`src/rtl/proc_hazard_ctrl.sv`:
```
// Hazard and writeback control for the TinyRV1 5-stage pipeline.
// Decodes the D-stage instruction and tracks the destination registers
// of the instructions in X, M and W. From these it produces operand
// bypass selects, the load-use stall and the W-stage register-file write.
module proc_hazard_ctrl #(
  parameter int NREGS = 32
) (
  input  logic                     clk,
  input  logic                     rst,
  input  logic                     inst_val_D,
  input  logic [31:0]              inst_D,
  input  logic                     squash_D,
  output logic                     stall_D,
  output logic [1:0]               op1_byp_sel_D,
  output logic [1:0]               op2_byp_sel_D,
  output logic                     rf_wen_W,
  output logic [$clog2(NREGS)-1:0] rf_waddr_W,
  output logic                     illegal_D,
  output logic                     val_X
);

  localparam int AW = $clog2(NREGS);

  // In-flight scoreboard. Only X needs the load flag: once a load reaches
  // M, the M result already carries the memory data and can be bypassed.
  logic          r_val_X, r_wen_X, r_load_X;
  logic [AW-1:0] r_rd_X;
  logic          r_val_M, r_wen_M;
  logic [AW-1:0] r_rd_M;
  logic          r_val_W, r_wen_W;
  logic [AW-1:0] r_rd_W;

  // Decoded D-stage fields
  logic [6:0]    w_opcode;
  logic [6:0]    w_funct7;
  logic [AW-1:0] w_rd;
  logic [AW-1:0] w_rs [2];
  logic [1:0]    w_reads;
  logic          w_writes;
  logic          w_load;
  logic          w_legal;
  logic          w_wen_D;
  logic          w_accept;
  logic          w_unused_funct3;

  // Per-operand hazard detection
  logic [1:0]    w_active;
  logic [1:0]    w_hit_x, w_hit_m, w_hit_w;
  logic [1:0]    w_luse;
  logic [1:0]    w_sel [2];

  assign w_opcode        = inst_D[6:0];
  assign w_funct7        = inst_D[31:25];
  assign w_rd            = inst_D[7 +: AW];
  assign w_rs[0]         = inst_D[15 +: AW];
  assign w_rs[1]         = inst_D[20 +: AW];
  // funct3 does not distinguish any of the supported instructions
  assign w_unused_funct3 = ^inst_D[14:12];

  // Opcode decode: which operands are read, whether rd is written, load flag
  always_comb begin
    w_reads  = 2'b00;
    w_writes = 1'b0;
    w_load   = 1'b0;
    w_legal  = 1'b1;
    case (w_opcode)
      7'b0110011: begin // add / mul
        if (w_funct7 == 7'b0000000 || w_funct7 == 7'b0000001) begin
          w_reads  = 2'b11;
          w_writes = 1'b1;
        end else begin
          w_legal  = 1'b0;
        end
      end
      7'b0010011: begin // addi
        w_reads  = 2'b01;
        w_writes = 1'b1;
      end
      7'b0000011: begin // lw
        w_reads  = 2'b01;
        w_writes = 1'b1;
        w_load   = 1'b1;
      end
      7'b0100011: w_reads  = 2'b11; // sw
      7'b1101111: w_writes = 1'b1;  // jal
      7'b1100111: w_reads  = 2'b01; // jr
      7'b1100011: w_reads  = 2'b11; // bne
      default:    w_legal  = 1'b0;
    endcase
  end

  // Writes to x0 are discarded, so they never become bypass sources
  assign w_wen_D   = w_writes & (w_rd != '0);
  assign illegal_D = inst_val_D & ~w_legal;

  // Same bypass/hazard logic for both source operands; X has priority
  // over M over W so the youngest producer always wins.
  generate
    for (genvar gi = 0; gi < 2; gi++) begin : g_operand
      assign w_active[gi] = inst_val_D & w_reads[gi] & (w_rs[gi] != '0);
      assign w_hit_x[gi]  = w_active[gi] & r_val_X & r_wen_X & (r_rd_X == w_rs[gi]);
      assign w_hit_m[gi]  = w_active[gi] & r_val_M & r_wen_M & (r_rd_M == w_rs[gi]);
      assign w_hit_w[gi]  = w_active[gi] & r_val_W & r_wen_W & (r_rd_W == w_rs[gi]);
      assign w_sel[gi]    = w_hit_x[gi] ? 2'd1 :
                            w_hit_m[gi] ? 2'd2 :
                            w_hit_w[gi] ? 2'd3 : 2'd0;
      // A load in X has no data yet; the consumer must wait one cycle
      assign w_luse[gi]   = w_hit_x[gi] & r_load_X;
    end
  endgenerate

  assign op1_byp_sel_D = w_sel[0];
  assign op2_byp_sel_D = w_sel[1];

  // Squash overrides stall: a killed instruction never waits
  assign stall_D  = ~squash_D & (|w_luse);
  assign w_accept = inst_val_D & ~squash_D & ~stall_D;

  // Pipeline advance: X takes D or a bubble, M and W always shift
  always_ff @(posedge clk or negedge rst) begin
    if (!rst) begin
      r_val_X  <= 1'b0;
      r_wen_X  <= 1'b0;
      r_load_X <= 1'b0;
      r_rd_X   <= '0;
      r_val_M  <= 1'b0;
      r_wen_M  <= 1'b0;
      r_rd_M   <= '0;
      r_val_W  <= 1'b0;
      r_wen_W  <= 1'b0;
      r_rd_W   <= '0;
    end else begin
      r_val_X  <= w_accept;
      r_wen_X  <= w_accept & w_wen_D;
      r_load_X <= w_accept & w_load;
      r_rd_X   <= w_accept ? w_rd : '0;
      r_val_M  <= r_val_X;
      r_wen_M  <= r_wen_X;
      r_rd_M   <= r_rd_X;
      r_val_W  <= r_val_M;
      r_wen_W  <= r_wen_M;
      r_rd_W   <= r_rd_M;
    end
  end

  assign rf_wen_W   = r_val_W & r_wen_W;
  assign rf_waddr_W = rf_wen_W ? r_rd_W : '0;
  assign val_X      = r_val_X;

endmodule

```
`config.mk`:
```
export PLATFORM = sky130hd
export DESIGN_NAME = proc_hazard_ctrl
export DESIGN_NICKNAME = d
export VERILOG_FILES = /design/src/rtl/proc_hazard_ctrl.sv
export SDC_FILE = /design/constraint.sdc
export NUM_CORES = 1
export LEC_CHECK = 0
export BUFFER_PORTS_ARGS = -buffer_cell sky130_fd_sc_hd__buf_2
export CORE_MARGIN = 2
export CORE_UTILIZATION = 35
export CTS_BUF_LIST = sky130_fd_sc_hd__clkbuf_4
export CTS_CLUSTER_DIAMETER = 40
export DETAILED_ROUTE_END_ITERATION = 7
export MAX_ROUTING_LAYER = met4
export PLACE_DENSITY_LB_ADDON = 0.3
export SETUP_SLACK_MARGIN = 0.2
export SLEW_MARGIN = 10
export SYNTH_ARGS = -nofsm -noshare
export SYNTH_HDL_FRONTEND = slang
export SYNTH_SLANG_ARGS = --single-unit
export TNS_END_PERCENT = 100
```
`constraint.sdc`:
```
create_clock -name clk -period 1.7 [get_ports clk]
set_clock_uncertainty 0.15 [all_clocks]
set_input_delay 0.085 -clock clk [delete_from_list [all_inputs] [get_ports clk]]
set_output_delay 0.085 -clock clk [all_outputs]
set_load 0.02 [all_outputs]
```
==> results of run 1 <==
==> final cells by class <==
| class | count | area (um2) | area share [%] |
|---|---|---|---|
| Multi-Input combinational cell | 95 | 773.2 | 40.98 |
| Sequential cell | 22 | 551.8 | 29.24 |
| Timing Repair Buffer | 72 | 474.2 | 25.13 |
| Tap cell | 46 | 57.56 | 3.050 |
| Clock buffer | 3 | 22.52 | 1.194 |
| Clock inverter | 1 | 3.754 | 0.1989 |
| Inverter | 1 | 3.754 | 0.1989 |
==> metrics by stage <==
stage | worst slack [ns] | instance area (um2) | hold slack [ns]
final | -0.4295 | 1887 | 0.05652
after global routing | -0.5758 | 1887 | 0.05441
after CTS | -0.4281 | 1867 | 0.04607
after detailed placement | -0.1953 | 1684 | -0.07566
after global placement | -0.1382 | 1684 | -0.08831
after floorplan | -0.01592 | 1282 | -0.3606
==> placed cells by master (no fill, tap or decap), drive strengths merged <==
cell         count
buf             64
xor2            24
dfrtp           22
dlygate4sd3      8
nor4             8
and3             7
nor2             6
xnor2            6
nor3b            5
nor3             5
nand2            5
nand3            4
nand4            3
clkbuf           3
a21oi            3
or4              2
nor2b            2
nand2b           2
and2             1
nand4b           1
o32a             1
o2111a           1
o21ba            1
o41ai            1
or3b             1
o211ai           1
nor4b            1
and3b            1
inv              1
a211oi           1
o22ai            1
or3              1
clkinv           1
==> cells in the mapped netlist (2+ instances only) <==
cell       n
a21oi_1    3
and3_1     7
dfrtp_1   22
nand2_1    5
nand2b_1   2
nand3_1    3
nand4_1    3
nor2_1     6
nor2b_1    2
nor3_1     5
nor3b_1    5
nor4_1     7
or4_1      2
xnor2_1    6
xor2_1    24
==> final timing paths <==
kind | from | to | slack [ns] | cells after the start
max | r_rd_X[3]$_DFF_PN0_ | stall_D | -0.43 | 6
min | squash_D | val_X$_DFF_PN0_ | 0.06 | 5
max reg2reg | r_rd_X[3]$_DFF_PN0_ | r_wen_X$_DFF_PN0_ | -0.28 | 7
min reg2reg | r_wen_X$_DFF_PN0_ | r_wen_M$_DFF_PN0_ | 0.25 | 0
max in group asynchronous | rst | val_X$_DFF_PN0_ | 0.95 | 2
min in group asynchronous | rst | r_rd_M[3]$_DFF_PN0_ | 0.11 | 2
==> sequential cells by signal, summed over array words and instances (netlist names) <==
| name | flops |
|---|---|
| r_rd_X | 5 |
| r_val_W | 1 |
| r_val_M | 1 |
| r_wen_M | 1 |
| r_wen_W | 1 |
| val_X | 1 |
| r_wen_X | 1 |
| r_load_X | 1 |
| r_rd_M | 5 |
| r_rd_W | 5 |
==> kinds of logic (layout without fill, tap and decap cells) <==
logic type,Yosys count,in the layout
buf+inv,2,77
flops,22,22
simple gates,55,55
compound gates,10,10
xor+xnor,30,30
==> metal layers <==
metal / GRT usage [%] / vias to the layer above
met5: - / -
met4: 7.609 / 0
met3: 1.585 / 8
met2: 30.73 / 28
met1: 19.98 / 563
li1: - / 589
==> report_power, final <==
part	leakage (uW)	switching, uW	internal, uW
clock	0.0000154	143	85.4
combinational	0.000603	102	105
sequential	0.000295	18.1	541
==> critical path, delay by kind of cell, from the launching register on <==
family | cells | cell delay (ns)
flip-flops | 1 | 0.43
XOR/XNOR | 1 | 0.17
AO/OA/AOI/OAI | 1 | 0.17
AND/OR/NAND/NOR | 3 | 0.72
buffers and inverters | 1 | 0.11
==> repair_timing <==
item                                   CTS  global route
buffers inserted                         2             0
endpoints found under the hold margin   29             0
resized for setup                       15             3
setup endpoints to repair               14            14
hold buffers                             8             0
pin swaps                               15             2
==> results.toml, run 1 <==
[outcome]
status = "finished with violations"
violations = "setup timing"

[yosys]
synth-edff-count = 0
synthSimpleGateAreaFrac_pct = 26.77
yosysTopAreaCell = "dfrtp_1"
synth_cell_types = 32
synthesis.nets = 155
yosysSeqAreaShare_pct = 43.96
ys_ff_latch = 22
syn_inst = 119
yosysWarningCount = 0
synth-adder-area-share_pct = 0
synth.area.top_cells = "dfrtp_1, xor2_1, xnor2_1"
synth_top_family_by_area = "simple AND/OR/NAND/NOR gates"
async_flop_share_pct = 100.0
synth_top_area_share_pct = 43.96
netlist_area_um2 = 1252
synth_ff_type = "dfrtp_1"
synth-compound-area-share_pct = 7.592
synth.area.mux_share_pct = 0
syn_avg_cell_area_um2 = 10.52
synth_xor_area_share_pct = 20.98

[power]
leakage_uw = 0.0009138
fin_total_pwr_uw = 993.5
power_density_nw_per_um2 = 526.6
irDropWorstVdd_uv = 290.7

[final_layout]
stdcell_count = 240
final_layout_size_suffix_gt1_share_pct = 43.81
nFillCells = 303
finish.utilization_pct = 55.67
final_nets = 231
diodes = 0
area_growth_pct = 50.65

[global_route]
antenna_found_initial = 0
grt_pass1_vias = 1207
grt_pass1_wl_mm = 5.402
grt_usage_pct = 17.38
gr-total-overflow = 0
grt_max_degree = 23

[sta]
period_share_pct = 125.3
finalSetupViolations = 13
layout_min_cycle_time_ns = 2.130
tightest_slew_ns = 0.4623
worst_slack_ns = -0.4295
timing.fmax_mhz = 469.6
slew_headroom_pct = 69.18
rsz0062_at_grt = "yes"
drv_slew = 0
hold_violations = 0
finalSetupTns_ns = -3.852

[critical_path]
crit_chain = "xor2_1 > nor4_2 > nand3_2 > nor4_4 > o21ba_4 > buf_6"
cp.arrival_ns = 1.89
crit_path_max_incr_delay_ns = 0.43
cp.required_ns = 1.46
criticalPathCategory = "flip-flop to primary output"
path_max_fanout = 3
endpoint_kind = "primary output"
slowest_stage = "dfrtp_1"
startpoint_type = "flip-flop"

[drt]
via_count = 1188
wire_per_inst_um = 14.03
met2WireLength_mm = 1.788
initialDrtViolationCount = 40
met1_length_mm = 1.404
via_per_inst = 4.950
met3_length_um = 90
routed_wl_mm = 3.368
drtAntennaViolNets = 0
drc = 0
first_pass_iters = 4
highest_layer = "met4"

[cts]
cts_tree = "built"
insertion_delay_ns = 0.29
clockBufferDepth = 2
clkTransAtPathRegs_ns = 0.11
clock-sinks = 22
cts_root_buf = "clkbuf_4"
cts_buffers = 3
h-tree-depth = 1

[floorplanning]
core_area_um2 = 3390
die_area_um2 = 4073
start_util_pct = 36.95
ioPinCount = 49
num_rows = 21
die_w_um = 63.82
die_height_um = 63.82

[placement]
globalplace.congestion = 0.9028
dp_hpwl_mm = 2.631
dp.cells = 226
port-buffer-count = 44

[worst_hold_path]
hold_path.class = "primary input to flip-flop"

[job]
drv_cap = 0
(Power assumes the default switching activity.)
==> run 2: changes to the inputs <==
Settings changed: CTS_BUF_LIST sky130_fd_sc_hd__clkbuf_4 to sky130_fd_sc_hd__clkbuf_4 sky130_fd_sc_hd__clkbuf_8 sky130_fd_sc_hd__clkbuf_16.
==> results.toml, run 2 (synthesis gave the netlist of run 1 again) <==
[drt]
drtAntennaViolNets = 0
first_pass_iters = 4
via_per_inst = 4.979
initialDrtViolationCount = 39
drc = 0
wire_per_inst_um = 14.04
routed_wl_mm = 3.369
via_count = 1195

[power]
switching_share_pct = 25.60
fin_total_pwr_uw = 1043
power_frac_seq_pct = 53.6
power.internal_uw = 776.1
irDropWorstVdd_uv = 292.7
comb_power_share_pct = 19.8
leakage_uw = 0.0009194
power_density_nw_per_um2 = 550.0
pwr-share-clk_pct = 26.6
switchingPower_uw = 267.1

[critical_path]
cp.arrival_ns = 1.90
path_max_fanout = 3
slowest_stage = "dfrtp_1"
endpoint_kind = "primary output"
crit_chain = "xor2_1 > nor4_2 > nand3_2 > nor4_4 > o21ba_4 > buf_6"
cp_num_buf_inv = 1
crit_path_max_incr_delay_ns = 0.43
startpoint_type = "flip-flop"
critPathTopFamily = "simple AND/OR/NAND/NOR gates"
cp.required_ns = 1.46
criticalPathCategory = "flip-flop to primary output"

[final_layout]
final_common_cell = "buf_2"
multi_input_area_um2 = 773.2
final_layout_size_suffix_gt1_share_pct = 44.33
nFillCells = 301
reg_top3 = "r_rd_M (5), r_rd_W (5), r_rd_X (5)"
final_area_um2 = 1897
diodes = 0
final_nets = 231
final_cell_mix = "buf_2, xor2_1, buf_4, dfrtp_1, dlygate4sd3_1"
regArea_um2 = 551.8
area_growth_pct = 51.45

[cts]
clkTransAtPathRegs_ns = 0.11
clockBufferDepth = 2
insertion_delay_ns = 0.30
cts_tree = "built"
cts_root_buf = "clkbuf_4"
cts_buffers = 3
h-tree-depth = 1
clock-sinks = 22

[sta]
hold_violations = 0
layout_min_cycle_time_ns = 2.133
rsz0062_at_grt = "yes"
tightest_slew_ns = 0.4643
worst_slack_ns = -0.4331
slew_headroom_pct = 69.04
finalSetupViolations = 13
drv_slew = 0
period_share_pct = 125.5
timing.fmax_mhz = 468.8

[global_route]
grt_usage_pct = 17.46
use_met3_pct = 1.585
grt_use_met1_pct = 19.87
gr-total-overflow = 0
grt_max_degree = 23
grtUsageMet2_pct = 30.73
top_usage_layer = "met2"
grt_pass1_vias = 1206
antenna_found_initial = 0
grt_pass1_wl_mm = 5.395

[worst_hold_path]
hold_path.class = "primary input to flip-flop"

[placement]
port-buffer-count = 44
placed_cell_area_um2 = 1684
globalplace.congestion = 0.9028
dp_hpwl_mm = 2.631

[floorplanning]
die_w_um = 63.82
ioPinCount = 49
core_area_um2 = 3390
num_rows = 21
die_area_um2 = 4073
die_height_um = 63.82
start_util_pct = 36.95

[outcome]
status = "finished with violations"
violations = "setup timing"

[job]
drv_cap = 0
[run 2: cell types whose count changed in the layout (fill, tap and decap cells not counted)]
| cell | before | now |
|---|---|---|
| clkinv_1 | 1 | 0 |
| clkbuf_8 | 0 | 1 |
[run 2: path summary, 6_finish.rpt]
check,start,end,slack (ns),cells after the start
max,r_rd_X[3]$_DFF_PN0_,stall_D,-0.43,6
min,squash_D,val_X$_DFF_PN0_,0.05,5
max reg2reg,r_rd_X[3]$_DFF_PN0_,r_rd_X[3]$_DFF_PN0_,-0.28,7
min reg2reg,r_wen_X$_DFF_PN0_,r_wen_M$_DFF_PN0_,0.25,0
max in group asynchronous,rst,val_X$_DFF_PN0_,0.95,2
min in group asynchronous,rst,r_rd_M[3]$_DFF_PN0_,0.11,2
[run 2: per-layer routing]
| layer | share of wire [%] | wire length (um) |
|---|---|---|
| met1 | 42 | 1405 |
| met2 | 53 | 1794 |
| met3 | 2.5 | 84 |
| met4 | 2.5 | 84 |
| met5 | 0 | 0 |
[run 2: tightest hold or removal path, stage by stage]
cell	delay (ns)
buf_2	0.09
nor2b_1	0.06
o41ai_4	0.05
buf_4	0.14
nor2_1	0.05
[run 2: timing repair]
action | in CTS | in global routing
setup endpoints to repair | 14 | 14
endpoints found under the hold margin | 29 | 0
gates resized for setup | 15 | 3
hold buffers | 8 | 0
cloned | 0 | 0
buffers inserted | 2 | 0
pin swaps | 15 | 1
[run 2: power by group through the flow]
stage / Sequential [uW] / Clock, uW / Combinational (uW)
5_1_grt: 562 / 319 / 225
6_report: 559 / 278 / 206
2_1_floorplan: 567 / 0 / 70.5
3_5_place_dp: 570 / 0 / 177
3_3_place_gp: 568 / 0 / 173
4_1_cts: 559 / 285 / 203
[run 2: final cells by class]
type,count,area share (%)
clock buffers,4,1.913
multi-input cells,95,40.77
flip-flops and latches,22,29.09
well taps,46,3.034
inverters,1,0.1979
repair buffers,72,25.00
[run 2: metrics by stage]
step                      cells  utilization, %  TNS [ns]  hold WS [ns]  setup WS (ns)
after floorplan             119               -  -0.09760       -0.3606       -0.01592
after global placement      226           49.69    -1.005      -0.08831        -0.1382
after detailed placement    226           49.69    -1.587      -0.07566        -0.1953
final                       240           55.96    -3.861       0.05211        -0.4331
after CTS                   240           55.37    -3.580       0.04202        -0.4371
after global routing        240           55.96    -5.510       0.05118        -0.5763
